===== src/rtl/paddle_pkg.sv =====
// Shared types and default constants for the paddle_sampler game-port timer block.
package paddle_pkg;

    typedef enum logic [2:0] {
        ST_IDLE,
        ST_TRIG,
        ST_SETTLE,
        ST_MEASURE,
        ST_DONE
    } state_e;

    localparam int DEF_TICKS_PER_UNIT = 158;
    localparam int DEF_MAX_UNITS      = 255;

endpackage


===== src/rtl/paddle_channel_capture.sv =====
// One game-port timer channel: input synchronizer, capture flag, 8-bit paddle value and timeout bit.
// The *_next outputs expose this cycle's update so the top can publish results on the same edge.
module paddle_channel_capture
    import paddle_pkg::*;
#(
    parameter int MAX_UNITS = DEF_MAX_UNITS
) (
    input  logic       clk,
    input  logic       reset,
    input  logic       paddle_in,
    input  logic       clear,
    input  logic       enable,
    input  logic       force_timeout,
    input  logic [7:0] unit_count,
    output logic       captured_next,
    output logic [7:0] value_next,
    output logic       timeout_next
);

    logic       sync1_q;
    logic       sync2_q;
    logic       captured_q;
    logic       captured_d;
    logic [7:0] value_q;
    logic [7:0] value_d;
    logic       timeout_q;
    logic       timeout_d;
    logic       fall;

    always_comb begin
        fall       = enable && !captured_q && !sync2_q;
        captured_d = captured_q;
        value_d    = value_q;
        timeout_d  = timeout_q;
        if (clear) begin
            captured_d = 1'b0;
            value_d    = 8'd0;
            timeout_d  = 1'b0;
        end else if (fall) begin
            captured_d = 1'b1;
            value_d    = unit_count;
        end else if (enable && !captured_q && force_timeout) begin
            // A fall seen in the expiry cycle still wins over the timeout.
            value_d    = 8'(MAX_UNITS);
            timeout_d  = 1'b1;
        end
    end

    always_ff @(posedge clk) begin
        if (reset) begin
            sync1_q    <= 1'b1;
            sync2_q    <= 1'b1;
            captured_q <= 1'b0;
            value_q    <= 8'd0;
            timeout_q  <= 1'b0;
        end else begin
            sync1_q    <= paddle_in;
            sync2_q    <= sync1_q;
            captured_q <= captured_d;
            value_q    <= value_d;
            timeout_q  <= timeout_d;
        end
    end

    assign captured_next = captured_d;
    assign value_next    = value_d;
    assign timeout_next  = timeout_d;

endmodule


===== src/rtl/paddle_sampler.sv =====
// Game-port paddle timer sampler: triggers the 558 timers, times four channels in paddle units.
// Optional PADDLE_SAMPLER_AUTO_EN: free-running sweeps separated by AUTO_GAP_TICKS idle ticks.
module paddle_sampler
    import paddle_pkg::*;
#(
    parameter int TICKS_PER_UNIT = DEF_TICKS_PER_UNIT,
    parameter int MAX_UNITS      = DEF_MAX_UNITS
`ifdef PADDLE_SAMPLER_AUTO_EN
    ,
    parameter int AUTO_GAP_TICKS = 14318
`endif
) (
    input  logic        clk,
    input  logic        reset,
    input  logic [31:0] tick_counter,
    input  logic        start,
    input  logic [3:0]  channel_mask,
    input  logic [3:0]  paddle_in,
    output logic        trigger,
    output logic [31:0] pdl_value,
    output logic [3:0]  timeout,
    output logic        valid,
    output logic        busy
);

    localparam int PRESC_W = $clog2(TICKS_PER_UNIT);

    state_e             state_q, state_d;
    logic [3:0]         mask_q, mask_d;
    logic [31:0]        tick_prev_q;
    logic [PRESC_W-1:0] presc_q, presc_d;
    logic [7:0]         unit_q, unit_d;
    logic               settle_q, settle_d;
    logic               trigger_q, valid_q, busy_q;
    logic [31:0]        pdl_q, pdl_d;
    logic [3:0]         tmo_q, tmo_d;

    logic               tick, wrap, sat_exit, all_done;
    logic               go, accept, load;
    logic [3:0]         go_mask;
    logic [3:0]         ch_enable, ch_captured, ch_timeout;
    logic [31:0]        ch_value;

`ifdef PADDLE_SAMPLER_AUTO_EN
    localparam int GAP_W = $clog2(AUTO_GAP_TICKS + 1);
    logic [GAP_W-1:0]   gap_q, gap_d;
    logic               armed_q, armed_d;
    logic               first_q, first_d;
    logic               auto_go;
`endif

    for (genvar i = 0; i < 4; i++) begin : g_ch
        paddle_channel_capture #(
            .MAX_UNITS(MAX_UNITS)
        ) u_ch (
            .clk          (clk),
            .reset        (reset),
            .paddle_in    (paddle_in[i]),
            .clear        (accept),
            .enable       (ch_enable[i]),
            .force_timeout(sat_exit),
            .unit_count   (unit_q),
            .captured_next(ch_captured[i]),
            .value_next   (ch_value[i*8 +: 8]),
            .timeout_next (ch_timeout[i])
        );
    end

    always_comb begin
        // Inequality test keeps 32-bit wrap of the wall clock harmless.
        tick     = (tick_counter != tick_prev_q);
        wrap     = (state_q == ST_MEASURE) && tick &&
                   (presc_q == PRESC_W'(TICKS_PER_UNIT - 1));
        sat_exit = wrap && (unit_q == 8'(MAX_UNITS));
        all_done = &(ch_captured | ~mask_q);
`ifdef PADDLE_SAMPLER_AUTO_EN
        auto_go  = (first_q && channel_mask != 4'd0) ||
                   (armed_q && gap_q == GAP_W'(AUTO_GAP_TICKS));
        go       = start || auto_go;
        go_mask  = (start || first_q) ? channel_mask : mask_q;
`else
        go       = start;
        go_mask  = channel_mask;
`endif
        accept    = (state_q == ST_IDLE) && go;
        ch_enable = (state_q == ST_MEASURE) ? mask_q : 4'd0;

        state_d  = state_q;
        mask_d   = mask_q;
        presc_d  = presc_q;
        unit_d   = unit_q;
        settle_d = settle_q;

        case (state_q)
            ST_IDLE: begin
                if (accept) begin
                    mask_d  = go_mask;
                    state_d = (go_mask != 4'd0) ? ST_TRIG : ST_DONE;
                end
            end
            ST_TRIG: begin
                presc_d  = '0;
                unit_d   = 8'd0;
                settle_d = 1'b0;
                state_d  = ST_SETTLE;
            end
            ST_SETTLE: begin
                settle_d = 1'b1;
                if (settle_q) begin
                    state_d = ST_MEASURE;
                end
            end
            ST_MEASURE: begin
                if (tick) begin
                    if (wrap) begin
                        presc_d = '0;
                        if (unit_q != 8'(MAX_UNITS)) begin
                            unit_d = unit_q + 8'd1;
                        end
                    end else begin
                        presc_d = presc_q + PRESC_W'(1);
                    end
                end
                if (all_done || sat_exit) begin
                    state_d = ST_DONE;
                end
            end
            ST_DONE: begin
                state_d = ST_IDLE;
            end
            default: begin
                state_d = ST_IDLE;
            end
        endcase

        load  = (state_d == ST_DONE) && (state_q != ST_DONE);
        pdl_d = load ? ch_value : pdl_q;
        tmo_d = load ? ch_timeout : tmo_q;

`ifdef PADDLE_SAMPLER_AUTO_EN
        first_d = 1'b0;
        armed_d = armed_q;
        gap_d   = gap_q;
        if (state_q == ST_DONE) begin
            armed_d = (mask_q != 4'd0);
            gap_d   = '0;
        end else if (accept) begin
            armed_d = 1'b0;
            gap_d   = '0;
        end else if (state_q == ST_IDLE && armed_q && tick &&
                     gap_q != GAP_W'(AUTO_GAP_TICKS)) begin
            gap_d = gap_q + GAP_W'(1);
        end
`endif
    end

    always_ff @(posedge clk) begin
        if (reset) begin
            state_q     <= ST_IDLE;
            mask_q      <= 4'd0;
            tick_prev_q <= 32'd0;
            presc_q     <= '0;
            unit_q      <= 8'd0;
            settle_q    <= 1'b0;
            trigger_q   <= 1'b0;
            valid_q     <= 1'b0;
            busy_q      <= 1'b0;
            pdl_q       <= 32'd0;
            tmo_q       <= 4'd0;
`ifdef PADDLE_SAMPLER_AUTO_EN
            gap_q       <= '0;
            armed_q     <= 1'b0;
            first_q     <= 1'b1;
`endif
        end else begin
            state_q     <= state_d;
            mask_q      <= mask_d;
            tick_prev_q <= tick_counter;
            presc_q     <= presc_d;
            unit_q      <= unit_d;
            settle_q    <= settle_d;
            trigger_q   <= (state_d == ST_TRIG);
            valid_q     <= (state_d == ST_DONE);
            busy_q      <= (state_d != ST_IDLE);
            pdl_q       <= pdl_d;
            tmo_q       <= tmo_d;
`ifdef PADDLE_SAMPLER_AUTO_EN
            gap_q       <= gap_d;
            armed_q     <= armed_d;
            first_q     <= first_d;
`endif
        end
    end

    assign trigger   = trigger_q;
    assign valid     = valid_q;
    assign busy      = busy_q;
    assign pdl_value = pdl_q;
    assign timeout   = tmo_q;

endmodule


===== config.mk =====
export PLATFORM = sky130hd
export DESIGN_NAME = paddle_sampler
export DESIGN_NICKNAME = d
export VERILOG_FILES = /design/src/rtl/paddle_pkg.sv /design/src/rtl/paddle_channel_capture.sv /design/src/rtl/paddle_sampler.sv
export SDC_FILE = /design/constraint.sdc
export NUM_CORES = 1
export LEC_CHECK = 0
export BUFFER_PORTS_ARGS = -buffer_cell sky130_fd_sc_hd__buf_2
export CAP_MARGIN = 20
export CORE_MARGIN = 8
export CORE_UTILIZATION = 59
export CTS_BUF_LIST = sky130_fd_sc_hd__clkbuf_16
export DETAILED_ROUTE_END_ITERATION = 10
export PLACE_DENSITY = 0.9
export SLEW_MARGIN = 20
export SYNTH_ARGS = -nofsm -noshare
export SYNTH_HDL_FRONTEND = slang
export SYNTH_SLANG_ARGS = --single-unit

===== constraint.sdc =====
create_clock -name clk -period 4.4 [get_ports clk]
set_input_delay 0.88 -clock clk [delete_from_list [all_inputs] [get_ports clk]]
set_output_delay 0.88 -clock clk [all_outputs]
set_load 0.03 [all_outputs]

Word-level counts from Yosys, hierarchy flattened. Cells that the tools add are included.

Register bits: 143. Logic and storage cells: 129.

Add/subtract/negate cells: 2. Eq/ne operators: 13. Reduce and logical (&&, ||, !) cells: 35. Muxes and demuxes: 46. Bitwise logic cells: 2.

Operators with widths (count): $mux W8 (17); $ne A32 B32 Y1 (1); $pmux W8 S2 (2); $mux W1 (20); $logic_and A1 B1 Y1 (17); $add A8 B1 Y8 const B (2); $eq A8 B8 Y1 const B (2); $mux W3 (4); $pmux W3 S4 (1); $logic_not A1 Y1 (8); $ne A8 B8 Y1 const B (1); $reduce_and A4 Y1 (2); $eq A3 B1 Y1 const B (2); $eq A3 B2 Y1 const B (2); $mux W4 (1); $ne A2 B2 Y1 const B (2); $not A4 Y4 (1); $or A4 B4 Y4 (1); $reduce_and A2 Y1 (2); $reduce_bool A2 Y1 (2); $reduce_bool A4 Y1 (1); $eq A3 B3 Y1 const B (1); $logic_not A3 Y1 (1); $ne A3 B3 Y1 const B (1); other kinds (4) (4).

Logic depth before layout (Yosys ltp). Gate-level depths: netlist (run 1).

Depth after elaboration: 13. Mapped depth: 10.

By module. A second synthesis (run 1) with hierarchy kept.

Cell total of the unflattened synthesis: 634. Area total of the unflattened synthesis: 6058.3 sq um.

Modules (own cells, without submodules): paddle_sampler (area an instance 3841.2 sq um, cells an instance 386, sequential area each 1901.8 sq um, instances 1); paddle_channel_capture (area an instance 554.3 sq um, cells an instance 62, sequential area each 240.2 sq um, instances 4).

Worst setup path after synthesis (run 1). Ideal clock, no wire load.

Path kind: input to register. Start point: input port tick_counter[17]. End point: register tmo_q[3] (netlist: timeout[3]). Buffers on the path: 0. Required time: 4.267 ns. Setup slack: 1.860 ns. Stages on the path: 7. Arrival time: 2.408 ns. Cell sequence: xor2_1 > nor4_1 > nand4_2 > nor2_1 > nor3_1 > a31oi_1 > o32ai_2.

Cells in the longest elaborated chain, start to end: 9. Elaborated cells between the ends (all ways): 13. Those cells by class: 2 x eq/ne; 5 x mux; 6 x reduce/logical.

Ends and longest elaborated chain: start: declaration (RTL line paddle_sampler.sv:15) `input logic [31:0] tick_counter,`; $ne A32 B32 Y1 (*) (RTL line paddle_sampler.sv:71) `tick = (tick_counter != tick_prev_q);`; $logic_and A1 B1 Y1 (*) (2 in a row) (RTL line paddle_sampler.sv:72) `wrap = (state_q == ST_MEASURE) && tick &&`; $logic_and A1 B1 Y1 (*) (RTL line paddle_sampler.sv:74) `sat_exit = wrap && (unit_q == 8'(MAX_UNITS));`; $logic_or A1 B1 Y1 (RTL line paddle_sampler.sv:124) `if (all_done || sat_exit) begin`; $mux W3 (RTL line paddle_sampler.sv:124); $pmux W3 S4 (RTL line paddle_sampler.sv:94) `case (state_q)`; $eq A3 B3 Y1 (RTL line paddle_sampler.sv:136) `load = (state_d == ST_DONE) && (state_q != ST_DONE);`; $logic_and A1 B1 Y1 (RTL line paddle_sampler.sv:136); end signal: assignment (RTL line paddle_sampler.sv:186) `tmo_q <= tmo_d;`; end: declaration (RTL line paddle_sampler.sv:36) `logic [3:0] tmo_q, tmo_d;`.

Every way passes the cells marked *; elsewhere a longest branch is shown, timed or not. A chain may end at the register's enable or synchronous reset.

Worst setup path in the final report (run 1).
Start point: register state_q[1]. End point: register tmo_q[2] (netlist: timeout[2]).

Cells in the longest elaborated chain, start to end: 13. Elaborated cells between the ends (all ways): 39. Those cells by class: 5 x eq/ne; 16 x mux; 1 x bitwise; 17 x reduce/logical.

Ends and longest elaborated chain: start: declaration (RTL line paddle_sampler.sv:28) `state_e state_q, state_d;`; start signal: assignment (RTL line paddle_sampler.sv:176) `state_q <= state_d;`; $eq A3 B2 Y1 (RTL line paddle_sampler.sv:72, paddle_sampler.sv:86, paddle_sampler.sv:94); $mux W4 (RTL line paddle_sampler.sv:86) `ch_enable = (state_q == ST_MEASURE) ? mask_q : 4'd0;`; $logic_and A1 B1 Y1 (on tied branches) (RTL line paddle_channel_capture.sv:31, paddle_channel_capture.sv:42); $logic_and A1 B1 Y1 (RTL line paddle_channel_capture.sv:31) `fall = enable && !captured_q && !sync2_q;`; $mux W1 (RTL line paddle_channel_capture.sv:39) `end else if (fall) begin`; $mux W1 (RTL line paddle_channel_capture.sv:35) `if (clear) begin`; $or A4 B4 Y4 (RTL line paddle_sampler.sv:75) `all_done = &(ch_captured | ~mask_q);`; $reduce_and A4 Y1 (RTL line paddle_sampler.sv:75); $logic_or A1 B1 Y1 (RTL line paddle_sampler.sv:124); $mux W3 (RTL line paddle_sampler.sv:124); $pmux W3 S4 (RTL line paddle_sampler.sv:94); $eq A3 B3 Y1 (RTL line paddle_sampler.sv:136); $logic_and A1 B1 Y1 (RTL line paddle_sampler.sv:136).

Parallel ways exist; a longest one is shown, timed or not.

==> impl_metrics.yaml, run 1 <==
logic_synthesis:
  ys_seq_area_share_pct: 49.9
  synth_largest_area_cell: "dfxtp_1"
  ys_ff_latch: 143
  yosysWarnings: 0
  synth_adder_area_share_pct: 0.655
  synth_xor_area_share_pct: 5.65
  synth_nets: 622
  synth.area.top_cells: "dfxtp_1 (50%), xor2_1 (5.0%), nor2b_1 (4.0%)"
  synth_compound_area_share_pct: 17.6
  syn_area_per_cell_um2: 9.96
  synthSimpleGateAreaFrac_pct: 22.5
  synthMuxAreaShare_pct: 0
  synth_cells: 576
  synth_cell_types: 63
  synth_top_family_by_area: "simple AND/OR/NAND/NOR gates"
  ys.flop_type: "dfxtp_1"
  synth_top_area_share_pct: 49.9
  synth-async-reset-ratio_pct: 0
  synth_edf_count: 0
  syn_area_mm2: 0.00573
sta:
  fin_hold_ws_ns: 0.408
  fin_crit_sh_pct: 66.4
  finalMaxSlewViolations: 0
  finalSetupViolCount: 0
  tightest_slew_ns: 0.868
  hold_violations: 0
  max_freq_mhz: 342
  max-slew-margin-rel_pct: 41.3
  fin_skew_ns: 0.00731
  rsz0062_at_grt: "no"
  fin_crit_ns: 2.92
  setup_tns_ns: 0
grt:
  grt_pass1_vias: 4949
  antenna_found_initial: 0
  grt_pass1_wl_um: 23900
  gr-total-overflow: 0
  grt_usage_pct: 22.8
  grt_max_degree: 54
floorplan:
  fp-row-count: 36
  core_mm2: 0.00959
  io_pins: 82
  start_util_pct: 59.8
  die_area_mm2: 0.0131
  die_x_um: 115
  die_h_um: 115
drt:
  first_iter_violations: 429
  vias: 4690
  drt_first_pass_iters: 8
  wirelength_um: 14400
  ant_nets: 0
  via_per_inst: 5.91
  drc: 0
  routedWlPerCell_um: 18.1
clocking:
  hold_buffers: 0
  cts_tree: "done"
  clk_pin_slew_ns: 0.06
  cts_buffers: 17
  clk_path_buf_depth: 2
  htreeDepth: 4
  ctsResizeCount: 0
  post_cts_buffers: 0
  root_buffer: "clkbuf_16"
  clk-insertion-delay-late_ns: 0.41
  clock-sinks: 143
pwr:
  ir_drop_v: 0.000391
  power.density_mw_per_mm2: 461
  p_sw_share_pct: 21.9
  p_leak_uw: 0.00285
  clkPwrFrac_pct: 51.2
  p_switching_uw: 689
  p_int_uw: 2460
  seqPwrFrac_pct: 42.9
  combPwrFrac_pct: 6.0
placement:
  gp_congestion: 0.875
  placed_cells: 761
  portBuffers: 81
  dp_hpwl_um: 9170
worst_hold_path:
  hold_class: "reg -> reg"
run_status:
  status: "completed"
critical_path:
  criticalPathCategory: "reg -> reg"
  crit_arrival_ns: 3.23
  start_kind: "flip-flop"
  endpoint_kind: "flip-flop"
  path_max_fanout: 53
  required_ns: 4.71
finish:
  area_growth_pct: 19.1
  num_antenna_cells: 0
  instances_no_fill: 793
  num-fill-cells: 623
  drive_above_1_share_pct: 26.7
  final_nets: 693
run:
  drv_cap: 0
kinds of logic after synthesis:
logic type / count (synthesis)
xor gates and xnor gates: 37
and+or+nand+nor: 217
AOI/OAI and AO/OA: 133
buffers and inverters: 43
DFF: 143
adders and majority gates: 3
placed cells by master (no fill, tap or decap), types with 13 or more instances in the layout:
cell type and count:
nor2b_1 37, clkbuf_16 17, nor3b_2 13, o21ai_0 26, a21oi_1 27, xor2_1 33, nand2b_1 14, o221a_2 15
nand2_1 28, dfxtp_1 143, nor2_1 50, a21o_1 16, buf_2 81, nand3_1 15
area by class of cell:
class	count	area [µm²]	share of cell area [%]
Sequential cell	143	2860	41.9
Timing Repair Buffer	85	435	6.37
Clock buffer	17	425	6.23
Inverter	10	37.5	0.550
Clock inverter	15	241	3.54
Tap cell	133	166	2.44
Multi-Input combinational cell	390	2660	39.0
worst max-delay path: stages, from the launching register on:
cell and delay [ns]:
dfxtp_1 0.78, nor4bb_1 0.35, buf_4 0.23, nor2b_1 0.09, nor4_4 0.38, a21oi_2 0.14, nand2_4 0.51, nand2_4 0.16
o32ai_2 0.17
Yosys cell counts, types with 2 or more instances:
master      n
nor4_1     10
xor2_1     33
nor3b_2    13
and2_1      2
or3_1       6
o31ai_1     8
o21ba_2     3
nand4_1     5
nand2_4     2
a211oi_1    2
nor2_1     50
and3_1      3
nor3_1      5
o221a_2    15
xnor2_1     4
nand2_1    28
dfxtp_1   143
nor2b_1    37
o221ai_1    8
nand2b_1   14
inv_1      10
or2_2       9
buf_6       4
buf_2       8
nor3b_1     3
a31oi_1     7
nand3_1    15
nor4bb_1    2
o21ai_0    26
a21oi_2     3
buf_1       2
o22ai_1     2
ha_1        3
buf_4       2
a21oi_1    27
and4bb_2    2
a21o_1     16
o32ai_2     4
clkbuf_1   16
power groups by stage:
stage / registers [µW] / clock network (µW) / logic, µW
floorplan: 1370 / 0 / 137
global placement: 1370 / 0 / 173
detailed placement: 1380 / 0 / 181
CTS: 1350 / 1610 / 187
global route: 1350 / 1670 / 204
finish: 1350 / 1610 / 187
path summary, 6_finish.rpt:
check                                           from              endpoint  slack, ns  cells past startpoint
worst max-delay path                      state_q[1]            timeout[2]       1.48                      8
worst min-delay path            g_ch[1].u_ch.sync1_q  g_ch[1].u_ch.sync2_q       0.41                      1
worst max register to register            state_q[1]            timeout[2]       1.48                      8
worst min register to register  g_ch[1].u_ch.sync1_q  g_ch[1].u_ch.sync2_q       0.41                      1
per-stage QoR:
| step | util, % | power (µW) | area, µm² | setup slack [ns] |
|---|---|---|---|---|
| 2_1_floorplan | - | 1500 | 5730 | 1.86 |
| 3_3_place_gp | 64.2 | 1550 | 6160 | 1.36 |
| 3_5_place_dp | 64.2 | 1560 | 6160 | 1.22 |
| 4_1_cts | 71.2 | 3150 | 6830 | 1.51 |
| 5_1_grt | 71.2 | 3230 | 6830 | 1.24 |
| 6_report | 71.2 | 3150 | 6830 | 1.48 |
flip-flops by register name, indices dropped and copies added (netlist names), 8 cells and up:
register / flops
g_ch.u_ch.value_q: 32
pdl_value: 32
tick_prev_q: 32
presc_q: 8
unit_q: 8
metal layers:
layer	GRT usage (%)	part of all wire [%]	vias up
met5	0	0	-
met4	9.76	3.2	0
met3	8.12	9.9	54
met2	39.5	49	259
met1	24.4	38	2206
li1	-	-	2171
No activity file was read; power rests on OpenSTA's default activity.
==> inputs of run 2 (changes only) <==
Settings changed: CORE_UTILIZATION 59 to 51, PLACE_DENSITY 0.9 to 0.83.
Clock period 4.4 ns to 2.6 ns, I/O delays scaled along.
==> impl_metrics.yaml, run 2 (synthesis results as in run 1) <==
drt:
  drc: 0
  first_iter_violations: 402
  via_per_inst: 5.61
  vias: 4588
  ant_nets: 0
  routedWlPerCell_um: 17.0
  wirelength_um: 13900
  drt_first_pass_iters: 5
sta:
  finalMaxSlewViolations: 0
  max_freq_mhz: 413
  max-slew-margin-rel_pct: 56.0
  fin_skew_ns: 0.00567
  tightest_slew_ns: 0.656
  fin_crit_ns: 2.42
  hold_violations: 0
  fin_crit_sh_pct: 93.0
  setup_tns_ns: 0
  finalSetupViolCount: 0
  rsz0062_at_grt: "no"
pwr:
  power.density_mw_per_mm2: 726
  ir_drop_v: 0.000463
  p_leak_uw: 0.00292
finish:
  final_nets: 711
  final_common_cell: "dfxtp_1"
  num-fill-cells: 816
  instances_no_fill: 818
  drive_above_1_share_pct: 28.9
  final_cell_mix: "dfxtp_1 (142), buf_2 (81), nor2_1 (50)"
  num_antenna_cells: 0
  area_growth_pct: 21.1
clocking:
  root_buffer: "clkbuf_16"
  cts_buffers: 17
  clk_path_buf_depth: 2
  hold_buffers: 0
  post_cts_buffers: 0
  clk_pin_slew_ns: 0.06
  clock-sinks: 143
  htreeDepth: 4
  ctsResizeCount: 0
  clk-insertion-delay-late_ns: 0.41
  cts_tree: "done"
critical_path:
  ff2ff_setup_slack_ns: 0.18
  required_ns: 2.90
  path_max_fanout: 19
  start_kind: "flip-flop"
  r2r_start: "state_q[0]"
  criticalPathCategory: "reg -> reg"
  crit_arrival_ns: 2.72
  r2r_cells: 8
  endpoint_kind: "flip-flop"
  r2r-end: "pdl_value[7]"
grt:
  grt_usage_pct: 19.0
  grt_pass1_vias: 4777
  grt_max_degree: 55
  gr-total-overflow: 0
  grt_pass1_wl_um: 22800
  antenna_found_initial: 0
floorplan:
  start_util_pct: 52.7
  fp-row-count: 38
  die_h_um: 122
  die_area_mm2: 0.0149
  core_mm2: 0.0109
  die_x_um: 122
  io_pins: 82
worst_hold_path:
  hold_class: "in -> reg"
  worstHoldEndpoint: "g_ch[0].u_ch.sync1_q"
  hold_depth: 2
  min_from: "paddle_in[0]"
placement:
  dp_hpwl_um: 9340
  gp_congestion: 0.877
  placed_cells: 786
  portBuffers: 81
run_status:
  status: "completed"
run:
  drv_cap: 0
[run 2: area by class of cell]
cell class / count / area, µm² / share of cell area (%)
flip-flops and latches: 143 / 2860 / 41.2
inverters: 10 / 37.5 / 0.540
well taps: 140 / 175 / 2.52
multi-input cells: 390 / 2680 / 38.6
clock buffers: 17 / 425 / 6.12
repair buffers: 103 / 596 / 8.57
clock inverters: 15 / 169 / 2.43
[run 2: how the worst max path moves through the flow]
| stage | start | depth (start not counted) | to | slack (ns) |
|---|---|---|---|---|
| floorplan | tick_counter[17] | 7 | timeout[3] | 0.42 |
| global placement | tick_counter[25] | 8 | pdl_value[1] | 0.08 |
| detailed placement | tick_counter[25] | 8 | pdl_value[29] | 0.02 |
| CTS | presc_q[0] | 7 | pdl_value[30] | 0.03 |
| global route | tick_prev_q[21] | 7 | unit_q[3] | 0.01 |
| finish | state_q[0] | 8 | pdl_value[7] | 0.18 |
[run 2: per-layer routing]
layer  GRT usage, %  wire [µm]
met1           21.3       5670
met2           32.3       6970
met3           6.02        991
met4           8.79        261
met5              0          0
[run 2: critical path: stages (launching register included)]
cell and delay [ns]:
dfxtp_1 0.61, nor4bb_1 0.43, nor2b_1 0.15, nor4_4 0.31, a21oi_2 0.11, nand2_4 0.25, buf_12 0.21, nor3b_2 0.06
a21o_1 0.18
[run 2: through the flow]
step	instance area [µm²]	setup slack, ns	utilization (%)	hold WS (ns)	total power (µW)
finish	6950	0.181	63.8	0.295	5040
global placement	6330	0.0791	58.2	0.391	2640
global route	6950	0.0136	63.8	0.293	5210
CTS	6930	0.0347	63.6	0.278	5060
detailed placement	6330	0.0162	58.2	0.393	2660
floorplan	5730	0.420	-	0.389	2550
[run 2: power breakdown]
group          internal [µW]  leakage (µW)  switching [µW]
Combinational            141       0.00148             203
Sequential              2240       0.00116            40.8
Clock                   1500      0.000284             917
Total                   3880       0.00292            1160
